--- config.mk ---
export PLATFORM = sky130hd
export DESIGN_NAME = wb_scoreboard_flat
export DESIGN_NICKNAME = d
export VERILOG_FILES = /design/src/rtl/wb_scoreboard_pkg.sv /design/src/rtl/wb_scoreboard_if.sv /design/src/rtl/wb_scoreboard_sb_fifo.sv /design/src/rtl/wb_scoreboard.sv /design/src/flat_wrapper.sv
export SDC_FILE = /design/constraint.sdc
export NUM_CORES = 1
export LEC_CHECK = 0
export ABC_CLOCK_PERIOD_IN_PS = 4800
export BUFFER_PORTS_ARGS = -buffer_cell sky130_fd_sc_hd__clkbuf_2
export CAP_MARGIN = 20
export CORE_UTILIZATION = 55
export DETAILED_ROUTE_END_ITERATION = 6
export PLACE_DENSITY = 0.74
export SYNTH_ARGS = -nofsm -noshare
export SYNTH_HDL_FRONTEND = slang
export SYNTH_SLANG_ARGS = --single-unit
--- constraint.sdc ---
create_clock -name clk -period 4.8 [get_ports clk]
set_input_delay 0.48 -clock clk [delete_from_list [all_inputs] [get_ports clk]]
set_output_delay 0.48 -clock clk [all_outputs]
set_load 0.01 [all_outputs]
--- src/rtl/wb_scoreboard_pkg.sv ---
// Shared types for the writeback scoreboard: FSM states, failure codes
// and the expected-writeback entry carried through the FIFO.
package wb_scoreboard_pkg;

  localparam int XLEN = 32;

  typedef enum logic [2:0] {
    IDLE  = 3'd0,
    RUN   = 3'd1,
    DRAIN = 3'd2,
    PASS  = 3'd3,
    FAIL  = 3'd4
  } state_e;

  typedef enum logic [1:0] {
    FC_NONE       = 2'd0,
    FC_MISMATCH   = 2'd1,
    FC_UNEXPECTED = 2'd2,
    FC_TIMEOUT    = 2'd3
  } fail_code_e;

  typedef struct packed {
    logic [4:0]      a;
    logic [XLEN-1:0] d;
  } exp_entry_t;

endpackage

--- src/rtl/wb_scoreboard_if.sv ---
// Expected-entry push channel and pipeline writeback channel.
// master = stimulus/pipeline side, slave = scoreboard.
interface wb_scoreboard_if #(
  parameter int XLEN = 32
);
  logic            exp_valid;
  logic            exp_ready;
  logic [4:0]      exp_a;
  logic [XLEN-1:0] exp_d;
  logic            wb_e;
  logic [4:0]      wb_a;
  logic [XLEN-1:0] wb_d;

  modport master (
    output exp_valid, exp_a, exp_d, wb_e, wb_a, wb_d,
    input  exp_ready
  );

  modport slave (
    input  exp_valid, exp_a, exp_d, wb_e, wb_a, wb_d,
    output exp_ready
  );
endinterface

--- src/rtl/wb_scoreboard_sb_fifo.sv ---
// sb_fifo: synchronous FIFO with a registered occupancy count.
// Pointers wrap modulo DEPTH (power of two); full/empty decode the count.
// Push while full and pop while empty are dropped.
module sb_fifo #(
  parameter int  DEPTH = 16,
  parameter type T     = logic [7:0]
) (
  input  logic clk,
  input  logic reset,
  input  logic push,
  input  T     push_data,
  input  logic pop,
  output logic full,
  output logic empty,
  output T     head
);
  localparam int AW = $clog2(DEPTH);
  localparam int CW = AW + 1;

  T              mem [DEPTH];
  logic [AW-1:0] wr_ptr;
  logic [AW-1:0] rd_ptr;
  logic [CW-1:0] cnt;

  logic do_push;
  logic do_pop;

  assign full    = (cnt == CW'(DEPTH));
  assign empty   = (cnt == '0);
  assign do_push = push && !full;
  assign do_pop  = pop && !empty;
  assign head    = mem[rd_ptr];

  // Storage write; no reset needed since reads are gated by the count.
  always_ff @(posedge clk) begin
    if (do_push) mem[wr_ptr] <= push_data;
  end

  // Pointer and occupancy bookkeeping.
  always_ff @(posedge clk) begin
    if (reset) begin
      wr_ptr <= '0;
      rd_ptr <= '0;
      cnt    <= '0;
    end else begin
      if (do_push) wr_ptr <= wr_ptr + AW'(1);
      if (do_pop)  rd_ptr <= rd_ptr + AW'(1);
      case ({do_push, do_pop})
        2'b10:   cnt <= cnt + CW'(1);
        2'b01:   cnt <= cnt - CW'(1);
        default: cnt <= cnt;
      endcase
    end
  end
endmodule

--- src/rtl/wb_scoreboard.sv ---
// wb_scoreboard: in-order writeback checker with watchdog and
// end-of-program drain. Expected (rd, value) pairs are queued by the
// stimulus side and popped by each qualified pipeline writeback.
// Optional macro WB_SCOREBOARD_SHADOW_EN adds a mirror register file
// output (shadow_regs) written on every qualified writeback.
module wb_scoreboard #(
  parameter int XLEN         = 32,
  parameter int DEPTH        = 16,
  parameter int TIMEOUT      = 64,
  parameter int DRAIN_CYCLES = 8,
  parameter int STOP_ON_ERR  = 1
) (
  input  logic                 clk,
  input  logic                 reset,
  input  logic                 start,
  input  logic [XLEN-1:0]      pc_end,
  input  logic [XLEN-1:0]      pc_out,
  wb_scoreboard_if.slave       bus,
  output logic                 busy,
  output logic                 pass,
  output logic                 fail,
  output logic [1:0]           fail_code,
  output logic [15:0]          match_cnt,
  output logic [15:0]          mismatch_cnt,
  output logic [4:0]           first_err_a,
  output logic [XLEN-1:0]      first_err_d,
  output logic [XLEN-1:0]      first_err_exp
`ifdef WB_SCOREBOARD_SHADOW_EN
  , output logic [31:0][XLEN-1:0] shadow_regs
`endif
);
  import wb_scoreboard_pkg::*;

  localparam int WW = $clog2(TIMEOUT + 1);
  localparam int DW = $clog2(DRAIN_CYCLES + 1);

  state_e          state;
  logic [XLEN-1:0] pc_end_q;
  logic [WW-1:0]   wdog;
  logic [DW-1:0]   drain_cnt;

  logic       fifo_full;
  logic       fifo_empty;
  exp_entry_t head;
  exp_entry_t push_data;

  logic       push;
  logic       qual;
  logic       pop;
  logic       is_match;
  logic       is_err;
  logic       stop_err;
  logic       err_seen;
  fail_code_e err_code;

  // Pushes are only accepted before the program has reached its end.
  assign bus.exp_ready = !fifo_full && (state == IDLE || state == RUN);
  assign push          = bus.exp_valid && bus.exp_ready;
  assign push_data     = '{a: bus.exp_a, d: bus.exp_d};

  // Only non-x0 writebacks while checking are compared against the queue.
  assign qual     = bus.wb_e && (bus.wb_a != 5'd0) && (state == RUN || state == DRAIN);
  assign pop      = qual && !fifo_empty;
  assign is_match = pop && (head.a == bus.wb_a) && (head.d == bus.wb_d);
  assign is_err   = qual && !is_match;
  assign err_code = fifo_empty ? FC_UNEXPECTED : FC_MISMATCH;
  assign stop_err = is_err && (STOP_ON_ERR != 0);
  assign err_seen = (fail_code != FC_NONE);

  // A same-cycle push into an empty FIFO is not visible to the writeback.
  sb_fifo #(
    .DEPTH (DEPTH),
    .T     (exp_entry_t)
  ) u_fifo (
    .clk       (clk),
    .reset     (reset),
    .push      (push),
    .push_data (push_data),
    .pop       (pop),
    .full      (fifo_full),
    .empty     (fifo_empty),
    .head      (head)
  );

  // Scoreboard FSM, counters and first-error capture.
  always_ff @(posedge clk) begin
    if (reset) begin
      state         <= IDLE;
      busy          <= 1'b0;
      pass          <= 1'b0;
      fail          <= 1'b0;
      fail_code     <= FC_NONE;
      match_cnt     <= '0;
      mismatch_cnt  <= '0;
      first_err_a   <= '0;
      first_err_d   <= '0;
      first_err_exp <= '0;
      pc_end_q      <= '0;
      wdog          <= '0;
      drain_cnt     <= '0;
    end else begin
      if (is_match && match_cnt != 16'hFFFF)   match_cnt    <= match_cnt + 16'd1;
      if (is_err && mismatch_cnt != 16'hFFFF)  mismatch_cnt <= mismatch_cnt + 16'd1;

      if (is_err && !err_seen) begin
        first_err_a   <= bus.wb_a;
        first_err_d   <= bus.wb_d;
        first_err_exp <= fifo_empty ? '0 : head.d;
        fail_code     <= err_code;
      end

      case (state)
        IDLE: begin
          if (start) begin
            state    <= RUN;
            busy     <= 1'b1;
            pc_end_q <= pc_end;
            wdog     <= '0;
          end
        end
        RUN: begin
          wdog <= qual ? '0 : wdog + 1'b1;
          if (stop_err) begin
            state <= FAIL;
            busy  <= 1'b0;
            fail  <= 1'b1;
          end else if (!qual && wdog == WW'(TIMEOUT - 1)) begin
            state <= FAIL;
            busy  <= 1'b0;
            fail  <= 1'b1;
            if (!err_seen && !is_err) fail_code <= FC_TIMEOUT;
          end else if (pc_out >= pc_end_q) begin
            state     <= DRAIN;
            drain_cnt <= '0;
          end
        end
        DRAIN: begin
          drain_cnt <= drain_cnt + 1'b1;
          if (stop_err) begin
            state <= FAIL;
            busy  <= 1'b0;
            fail  <= 1'b1;
          end else if (fifo_empty) begin
            busy <= 1'b0;
            if (mismatch_cnt == '0 && !is_err) begin
              state <= PASS;
              pass  <= 1'b1;
            end else begin
              state <= FAIL;
              fail  <= 1'b1;
            end
          end else if (drain_cnt == DW'(DRAIN_CYCLES - 1)) begin
            state <= FAIL;
            busy  <= 1'b0;
            fail  <= 1'b1;
            if (!err_seen && !is_err) fail_code <= FC_TIMEOUT;
          end
        end
        default: ; // PASS / FAIL hold until reset
      endcase
    end
  end

`ifdef WB_SCOREBOARD_SHADOW_EN
  // Mirror register file; x0 is never written because qual excludes it.
  always_ff @(posedge clk) begin
    if (reset)     shadow_regs <= '0;
    else if (qual) shadow_regs[bus.wb_a] <= bus.wb_d;
  end
`endif

endmodule

--- src/flat_wrapper.sv ---
// flat-port wrapper written by rule: the top's interface ports become plain ports
module wb_scoreboard_flat import wb_scoreboard_pkg::*;
#(
  parameter int XLEN         = 32,
  parameter int DEPTH        = 16,
  parameter int TIMEOUT      = 64,
  parameter int DRAIN_CYCLES = 8,
  parameter int STOP_ON_ERR  = 1
)
  (clk, reset, start, pc_end, pc_out, busy, pass, fail, fail_code, match_cnt, mismatch_cnt, first_err_a, first_err_d, first_err_exp, bus_exp_valid, bus_exp_a, bus_exp_d, bus_wb_e, bus_wb_a, bus_wb_d, bus_exp_ready);
  wb_scoreboard_if #(.XLEN(XLEN)) bus_i ();
  input  logic clk;
  input  logic reset;
  input  logic start;
  input  logic [XLEN-1:0] pc_end;
  input  logic [XLEN-1:0] pc_out;
  output logic busy;
  output logic pass;
  output logic fail;
  output logic [1:0] fail_code;
  output logic [15:0] match_cnt;
  output logic [15:0] mismatch_cnt;
  output logic [4:0] first_err_a;
  output logic [XLEN-1:0] first_err_d;
  output logic [XLEN-1:0] first_err_exp;
  input wire logic [$bits(bus_i.exp_valid)-1:0] bus_exp_valid;
  input wire logic [$bits(bus_i.exp_a)-1:0] bus_exp_a;
  input wire logic [$bits(bus_i.exp_d)-1:0] bus_exp_d;
  input wire logic [$bits(bus_i.wb_e)-1:0] bus_wb_e;
  input wire logic [$bits(bus_i.wb_a)-1:0] bus_wb_a;
  input wire logic [$bits(bus_i.wb_d)-1:0] bus_wb_d;
  output wire logic [$bits(bus_i.exp_ready)-1:0] bus_exp_ready;
  assign bus_i.exp_valid = bus_exp_valid;
  assign bus_i.exp_a = bus_exp_a;
  assign bus_i.exp_d = bus_exp_d;
  assign bus_i.wb_e = bus_wb_e;
  assign bus_i.wb_a = bus_wb_a;
  assign bus_i.wb_d = bus_wb_d;
  assign bus_exp_ready = bus_i.exp_ready;
  wb_scoreboard #(.XLEN(XLEN), .DEPTH(DEPTH), .TIMEOUT(TIMEOUT), .DRAIN_CYCLES(DRAIN_CYCLES), .STOP_ON_ERR(STOP_ON_ERR)) u_core (.clk(clk), .reset(reset), .start(start), .pc_end(pc_end), .pc_out(pc_out), .bus(bus_i), .busy(busy), .pass(pass), .fail(fail), .fail_code(fail_code), .match_cnt(match_cnt), .mismatch_cnt(mismatch_cnt), .first_err_a(first_err_a), .first_err_d(first_err_d), .first_err_exp(first_err_exp));
endmodule
==> flow_summary.yaml, run 1 <==
clocking:
  cts_made_buffers: 77
  cts_sinks: 761
  cts_resized: 0
  cts_setup_buffers: 0
  path_clk_slew_ns: 0.06
  htree_levels: 3
  clk-insertion-delay-late_ns: 0.63
  cts_tree: "done"
  cts_root_buf: "clkbuf_16"
  ctsHoldBuffers: 0
  cts_max_path_buffers: 3
power:
  ir_worst_vdd_v: 0.000341
  p_leak_nw: 12.9
  p_comb_share_pct: 16.9
  power_density_nw_per_um2: 452
  total_switching_power_mw: 4.43
  p_sw_share_pct: 26.8
  p_int_mw: 12.1
  clockPowerShare_pct: 36.1
  seq_power_share_pct: 47.0
  total_power_mw: 16.5
global_route:
  grt_pass1_wl_mm: 124
  grt.total_usage_pct: 28.8
  grt-busiest-layer: "met2"
  grt_pass1_vias: 19500
  grtUsageMet2_pct: 46.9
  antenna_found_initial: 7
  grtUsageMet1_pct: 39.0
  grt_max_degree: 81
  grtUsageMet3_pct: 5.66
  grt-ovfl-total: 0
yosys:
  synth_cell_type_count: 80
  yosys-top-cells-count: "592 x edfxtp_1, 169 x dfxtp_1, 161 x nand2_1"
  synth_ff_type: "edfxtp_1"
  synth_top_cell_by_area: "edfxtp_1"
  synth-edff-count: 592
  ys_seq_elements: 761
  avgSynthCellArea_sq_um: 15.3
  syn_area_sq_um: 31700
  synthesis.nets: 2258
  synth_cells: 2068
  synth.top_cell.area_share_pct: 56.1
  synth_area_leaders: "edfxtp_1 56%, dfxtp_1 11%, mux4_2 7.8%, mux2i_1 5.0%, nand2_1 1.9%"
  yosysMostFrequentCell: "edfxtp_1"
  synth-seq-area-share_pct: 66.8
  async_reset_ff_share_pct: 0
  ys_warn_count: 0
worst_setup_path:
  arrival_ns: 5.10
  crit_path_start_kind: "register"
  path_max_fanout: 33
  endpoint_kind: "register"
  slowest_stage: "dfxtp_4"
  crit_path_max_incr_delay_ns: 0.73
  crit_path_cell_trace: "buf_12 -> buf_4 -> buf_4 -> mux4_2 -> mux2i_1 -> xnor2_1 -> o211ai_1 -> o2111ai_1 -> nor4_1 -> buf_4 -> nand4_2 -> nor3_2 -> and3_1 -> mux2_1"
  required_ns: 5.29
  crit_top_cell: "buf_4"
  crit_type: "reg2reg"
sta:
  drv_slew: 0
  holdWs_ns: 0.0798
  setup_viol: 0
  max_freq_mhz: 217
  tightest_slew_ns: 1.11
  skew_ns: 0.0312
  hold_viol_final: 0
  rsz0062_at_grt: "false"
  period_share_pct: 96.2
  relSlewSlack_pct: 25.6
  setup_tns_ns: 0
  period_needed_ns: 4.62
outcome:
  violations: "DRC"
  run_status: "complete, but fails checks"
floorplan:
  fp-row-count: 87
  dieArea_sq_um: 58600
  ioPinCount: 250
  die_h_um: 242
  coreArea_sq_um: 56600
  start_util_pct: 56.0
  fp.dieW_um: 242
routing:
  drt-wirelength-per-cell_um: 26.5
  via_per_inst: 6.16
  wirelength_mm: 84.4
  drtIter0Drc: 2144
  drc: 2
  antenna_left: 0
  first_pass_iters: 7
  via_count: 19600
finish:
  final_net_count: 2552
  multi_input_area_sq_um: 9810
  drive_gt1_share_pct: 25.9
  regArea_sq_um: 21200
  syn2layout_area_growth_pct: 15.3
  fillers: 3990
run:
  maxCapViolCount: 0
min_path:
  hp-class: "in2reg"
placed_design:
  dp_hpwl_mm: 53.5
  gp_congestion: 0.898
  portBuffers: 249
[state kept, by name, indices dropped and copies added (netlist names), named ones only]
signal                cells
u_core.busy               1
u_core.drain_cnt          4
u_core.fail               1
u_core.fail_code          2
u_core.first_err_a        5
u_core.first_err_d       32
u_core.first_err_exp     32
u_core.match_cnt         16
u_core.mismatch_cnt      16
u_core.pass               1
u_core.pc_end_q          32
u_core.state              3
u_core.u_fifo.cnt         5
u_core.u_fifo.mem       592
u_core.u_fifo.rd_ptr      4
u_core.u_fifo.wr_ptr      4
u_core.wdog               7
[path summary, 6_finish.rpt]
| kind | start | end | slack (ns) | cells after the start |
|---|---|---|---|---|
| min reg2reg | u_core.pc_end_q[6] | u_core.pc_end_q[6] | 0.45 | 2 |
| max reg2reg | register | u_core.match_cnt[9] | 0.18 | 14 |
| max | register | u_core.match_cnt[9] | 0.18 | 14 |
| min | pc_end[7] | u_core.pc_end_q[7] | 0.08 | 3 |
[routing by layer]
metal / vias to the layer above / part of all wire (%)
li1: 8506 / -
met1: 9808 / 39
met2: 1100 / 48
met3: 169 / 10
met4: 8 / 3.0
met5: - / 0.062
[worst max-delay path: cells and delay by family (launching register included)]
family | cells | cell delay, ns
muxes | 3 | 0.80
buffers and inverters | 4 | 0.96
AOI/OAI and AO/OA | 2 | 0.56
and+or+nand+nor | 4 | 1.28
xor gates and xnor gates | 1 | 0.09
DFF | 1 | 0.73
[area by class of cell]
class	instances	share of cell area, %
Multi-Input combinational cell	1150	26.9
Tap cell	756	2.59
Sequential cell	761	58.0
Clock inverter	35	0.942
Inverter	58	0.596
Timing Repair Buffer	314	5.09
Antenna cell	2	0.0137
Clock buffer	105	5.93
[through the flow]
| step | setup slack, ns | cells | utilization [%] | cell area [sq um] |
|---|---|---|---|---|
| floorplan | 0.189 | 2068 | - | 31700 |
| global placement | 0.279 | 3038 | 60.1 | 34000 |
| detailed placement | 0.299 | 3038 | 60.1 | 34000 |
| CTS | 0.232 | 3178 | 64.5 | 36500 |
| global route | 0.0342 | 3181 | 64.5 | 36500 |
| finish | 0.181 | 3181 | 64.5 | 36500 |
[cell families (layout without fill, tap and decap cells)]
family          after synthesis  after routing  synth area share (%)
compound gates              238            238                  4.98
xor+xnor                     71             71                  1.96
fa+ha+maj                    47             47                  1.88
buf+inv                     157            512                  2.62
flops                       761            761                  66.8
mux                         317            317                  14.6
other cells                   0              2                     0
simple gates                477            477                  7.22
[power groups by stage]
stage / combinational, mW / sequential, mW / clock, mW
2_1_floorplan: 1.68 / 7.87 / 0
3_3_place_gp: 2.66 / 7.87 / 0
3_5_place_dp: 2.73 / 7.89 / 0
4_1_cts: 2.76 / 7.76 / 6.05
5_1_grt: 2.97 / 7.79 / 6.29
6_report: 2.78 / 7.76 / 5.97
[cell usage in the layout (no fill, tap or decap), types with 21 or more instances in the layout]
master and n:
edfxtp_1 592, clkbuf_2 250, dfxtp_1 165, nand2_1 161, mux2i_1 158, nor2_1 119, mux4_2 110, clkbuf_16 80
a21oi_1 76, inv_1 55, buf_4 55, ha_1 46, xnor2_1 41, mux2_2 40, xor2_1 30, o21ai_0 29
nand3_1 27, nor2b_1 26, and3_1 21
(Power assumes the default switching activity.)
==> run 2: changes to the inputs <==
--- a/config.mk
+++ b/config.mk
@@ -5,6 +5,7 @@
 export SDC_FILE = /design/constraint.sdc
 export NUM_CORES = 1
 export LEC_CHECK = 0
+export ABC_AREA = 1
 export ABC_CLOCK_PERIOD_IN_PS = 4800
 export BUFFER_PORTS_ARGS = -buffer_cell sky130_fd_sc_hd__clkbuf_2
 export CAP_MARGIN = 20
==> flow_summary.yaml, run 2 <==
global_route:
  grt-ovfl-total: 0
  grt.total_usage_pct: 30.6
  antenna_found_initial: 5
  grt_pass1_vias: 23300
  grt_max_degree: 160
  grt_pass1_wl_mm: 140
min_path:
  hp-class: "in2reg"
  hold_depth: 3
  hp-start: "pc_end[0]"
  holdPathEnd: "u_core.pc_end_q[0]"
finish:
  utilization_pct: 63.9
  final_cell_mix: "932 x nand2_1, 592 x edfxtp_1, 405 x nand3_1, 301 x inv_1, 289 x nor2_1"
  regMostFlops: "u_core.u_fifo.mem"
  final_net_count: 3826
  multi_input_area_sq_um: 10300
  layout_commonest_cell: "nand2_1"
  fillers: 4640
  largest_reg_flops: 592
  regArea_sq_um: 21200
  drive_gt1_share_pct: 12.5
  instances_no_fill: 4476
  syn2layout_area_growth_pct: 13.9
worst_setup_path:
  crit_buf_inv: 3
  timing.rr.end: "u_core.first_err_exp[12]"
  crit_family: "simple AND/OR/NAND/NOR gates"
  arrival_ns: 4.67
  required_ns: 5.35
  path_max_fanout: 71
  reg2regPathDepth: 20
  crit_path_cell_trace: "inv_6 -> buf_4 -> nor2_1 -> nor2_1 -> o21ai_0 -> nand3_1 -> nand3_1 -> nand2_1 -> nand2_1 -> nand2_1 -> nor2_1 -> nand2_1 -> nor2_1 -> nand2_2 -> nor2_4 -> nor2_8 -> nand3_2 -> inv_2 -> nand2_1 -> a21oi_1"
  crit_path_start_kind: "register"
  crit_path_max_incr_delay_ns: 0.49
  crit_top_cell: "nand2_1"
  endpoint_kind: "register"
  slowest_stage: "inv_2"
  crit_type: "reg2reg"
  ff2ff_setup_slack_ns: 0.68
power:
  clockPowerShare_pct: 32.5
  total_switching_power_mw: 6.11
  seq_power_share_pct: 41.8
  ir_worst_vdd_v: 0.000317
  p_comb_share_pct: 25.7
  p_int_mw: 12.4
  power_density_nw_per_um2: 487
  p_sw_share_pct: 33.0
  p_leak_nw: 15.1
  total_power_mw: 18.5
floorplan:
  fp-row-count: 89
  start_util_pct: 56.1
  coreArea_sq_um: 59500
  fp.dieW_um: 248
  ioPinCount: 250
  dieArea_sq_um: 61600
  die_h_um: 248
sta:
  setup_viol: 0
  tightest_slew_ns: 1.19
  relSlewSlack_pct: 20.6
  rsz0062_at_grt: "false"
  drv_slew: 0
  period_share_pct: 85.8
  hold_viol_final: 0
  max_freq_mhz: 243
  layout_setup_ws_ns: 0.683
  period_needed_ns: 4.12
  skew_ns: 0.0214
  setup_tns_ns: 0
clocking:
  clk-insertion-delay-late_ns: 0.63
  cts_resized: 0
  ctsHoldBuffers: 0
  cts_max_path_buffers: 3
  cts_sinks: 761
  cts_made_buffers: 79
  cts_root_buf: "clkbuf_16"
  path_clk_slew_ns: 0.06
  cts_tree: "done"
  cts_setup_buffers: 0
  htree_levels: 3
run:
  maxCapViolCount: 0
yosys:
  synth_ff_type: "edfxtp_1"
  synthesis.nets: 3612
  yosysMostFrequentCell: "nand2_1"
  ys_seq_elements: 761
  yosys-top-cells-count: "932 x nand2_1, 592 x edfxtp_1, 406 x nand3_1"
  synth_cells: 3422
  synth-seq-area-share_pct: 63.5
  synth_top_cell_by_area: "edfxtp_1"
  synth_cell_type_count: 47
  avgSynthCellArea_sq_um: 9.74
  synth.top_cell.area_share_pct: 53.3
  ys_warn_count: 0
  synth_area_leaders: "edfxtp_1 53%, nand2_1 10%, dfxtp_1 10%, nand3_1 6.1%, nor2_1 3.4%"
  synth-edff-count: 592
  async_reset_ff_share_pct: 0
  syn_area_sq_um: 33300
routing:
  drt-wirelength-per-cell_um: 21.1
  antenna_left: 0
  via_per_inst: 5.76
  drtIter0Drc: 3179
  via_count: 25800
  wirelength_mm: 94.6
  drc: 0
  first_pass_iters: 6
placed_design:
  post-place-ws_ns: 0.907
  dp_hpwl_mm: 57.8
  portBuffers: 249
  placed_cells: 4327
  gp_congestion: 0.991
outcome:
  run_status: "finished clean"
-- run 2: cell count changes after synthesis, sizes merged, moves of 20 or more --
cell / previous run / this run
nor2: 133 / 310
mux4: 110 / 0
mux2i: 159 / 0
xnor2: 41 / 7
and3: 21 / 1
inv: 57 / 307
o21ai: 29 / 162
nand2: 161 / 935
mux2: 48 / 0
nor2b: 26 / 0
buf: 60 / 112
nand3: 27 / 409
o211ai: 12 / 42
a21oi: 76 / 161
-- run 2: layer usage --
layer,track usage [%],part of all wire (%)
met4,10.3,3.0
met2,47.2,46
met1,42.6,40
met3,7.11,12
met5,0,0.033
-- run 2: final cells by class --
| type | instances | share of cell area (%) |
|---|---|---|
| multi-input cells | 2187 | 27.1 |
| inverters | 307 | 3.06 |
| well taps | 773 | 2.55 |
| clock inverters | 44 | 0.715 |
| diodes | 4 | 0.0264 |
| clock buffers | 100 | 5.99 |
| repair buffers | 300 | 4.86 |
| flip-flops and latches | 761 | 55.7 |
-- run 2: cell families after synthesis --
group | after synthesis | synth area share, %
DFF | 761 | 63.5
AOI/OAI and AO/OA | 379 | 6.16
xor gates and xnor gates | 20 | 0.525
buffers and inverters | 474 | 6.10
adders and majority gates | 47 | 1.79
and+or+nand+nor | 1741 | 22.0
-- run 2: worst max path at each step --
stage                         start                  endpoint  depth (start not counted)
3_5_place_dp               register  u_core.first_err_exp[14]                         20
2_1_floorplan  u_core.u_fifo.cnt[1]  u_core.u_fifo.mem[11][0]                          8
4_1_cts                    register  u_core.first_err_exp[14]                         20
3_3_place_gp               register  u_core.first_err_exp[14]                         20
5_1_grt                    register  u_core.first_err_exp[12]                         20
6_report                   register  u_core.first_err_exp[12]                         20
-- run 2: power groups by stage --
stage               logic (mW)  clock network, mW  registers, mW
CTS                       4.66               6.04           7.73
global route              5.25               6.33           7.78
finish                    4.76               6.02           7.73
global placement          4.57                  0           7.86
detailed placement        4.63                  0           7.87
floorplan                 3.15                  0           7.88
-- run 2: metrics by stage --
step	hold slack [ns]	instance area, sq um
4_1_cts	0.0762	38000
3_3_place_gp	0.443	35400
6_report	0.114	38000
3_5_place_dp	0.452	35400
2_1_floorplan	0.433	33300
5_1_grt	0.105	38000
-- run 2: tightest hold or removal path, cell delays in order --
cell and delay [ns]:
clkbuf_2 0.07, o21ai_0 0.07, nor2_1 0.08
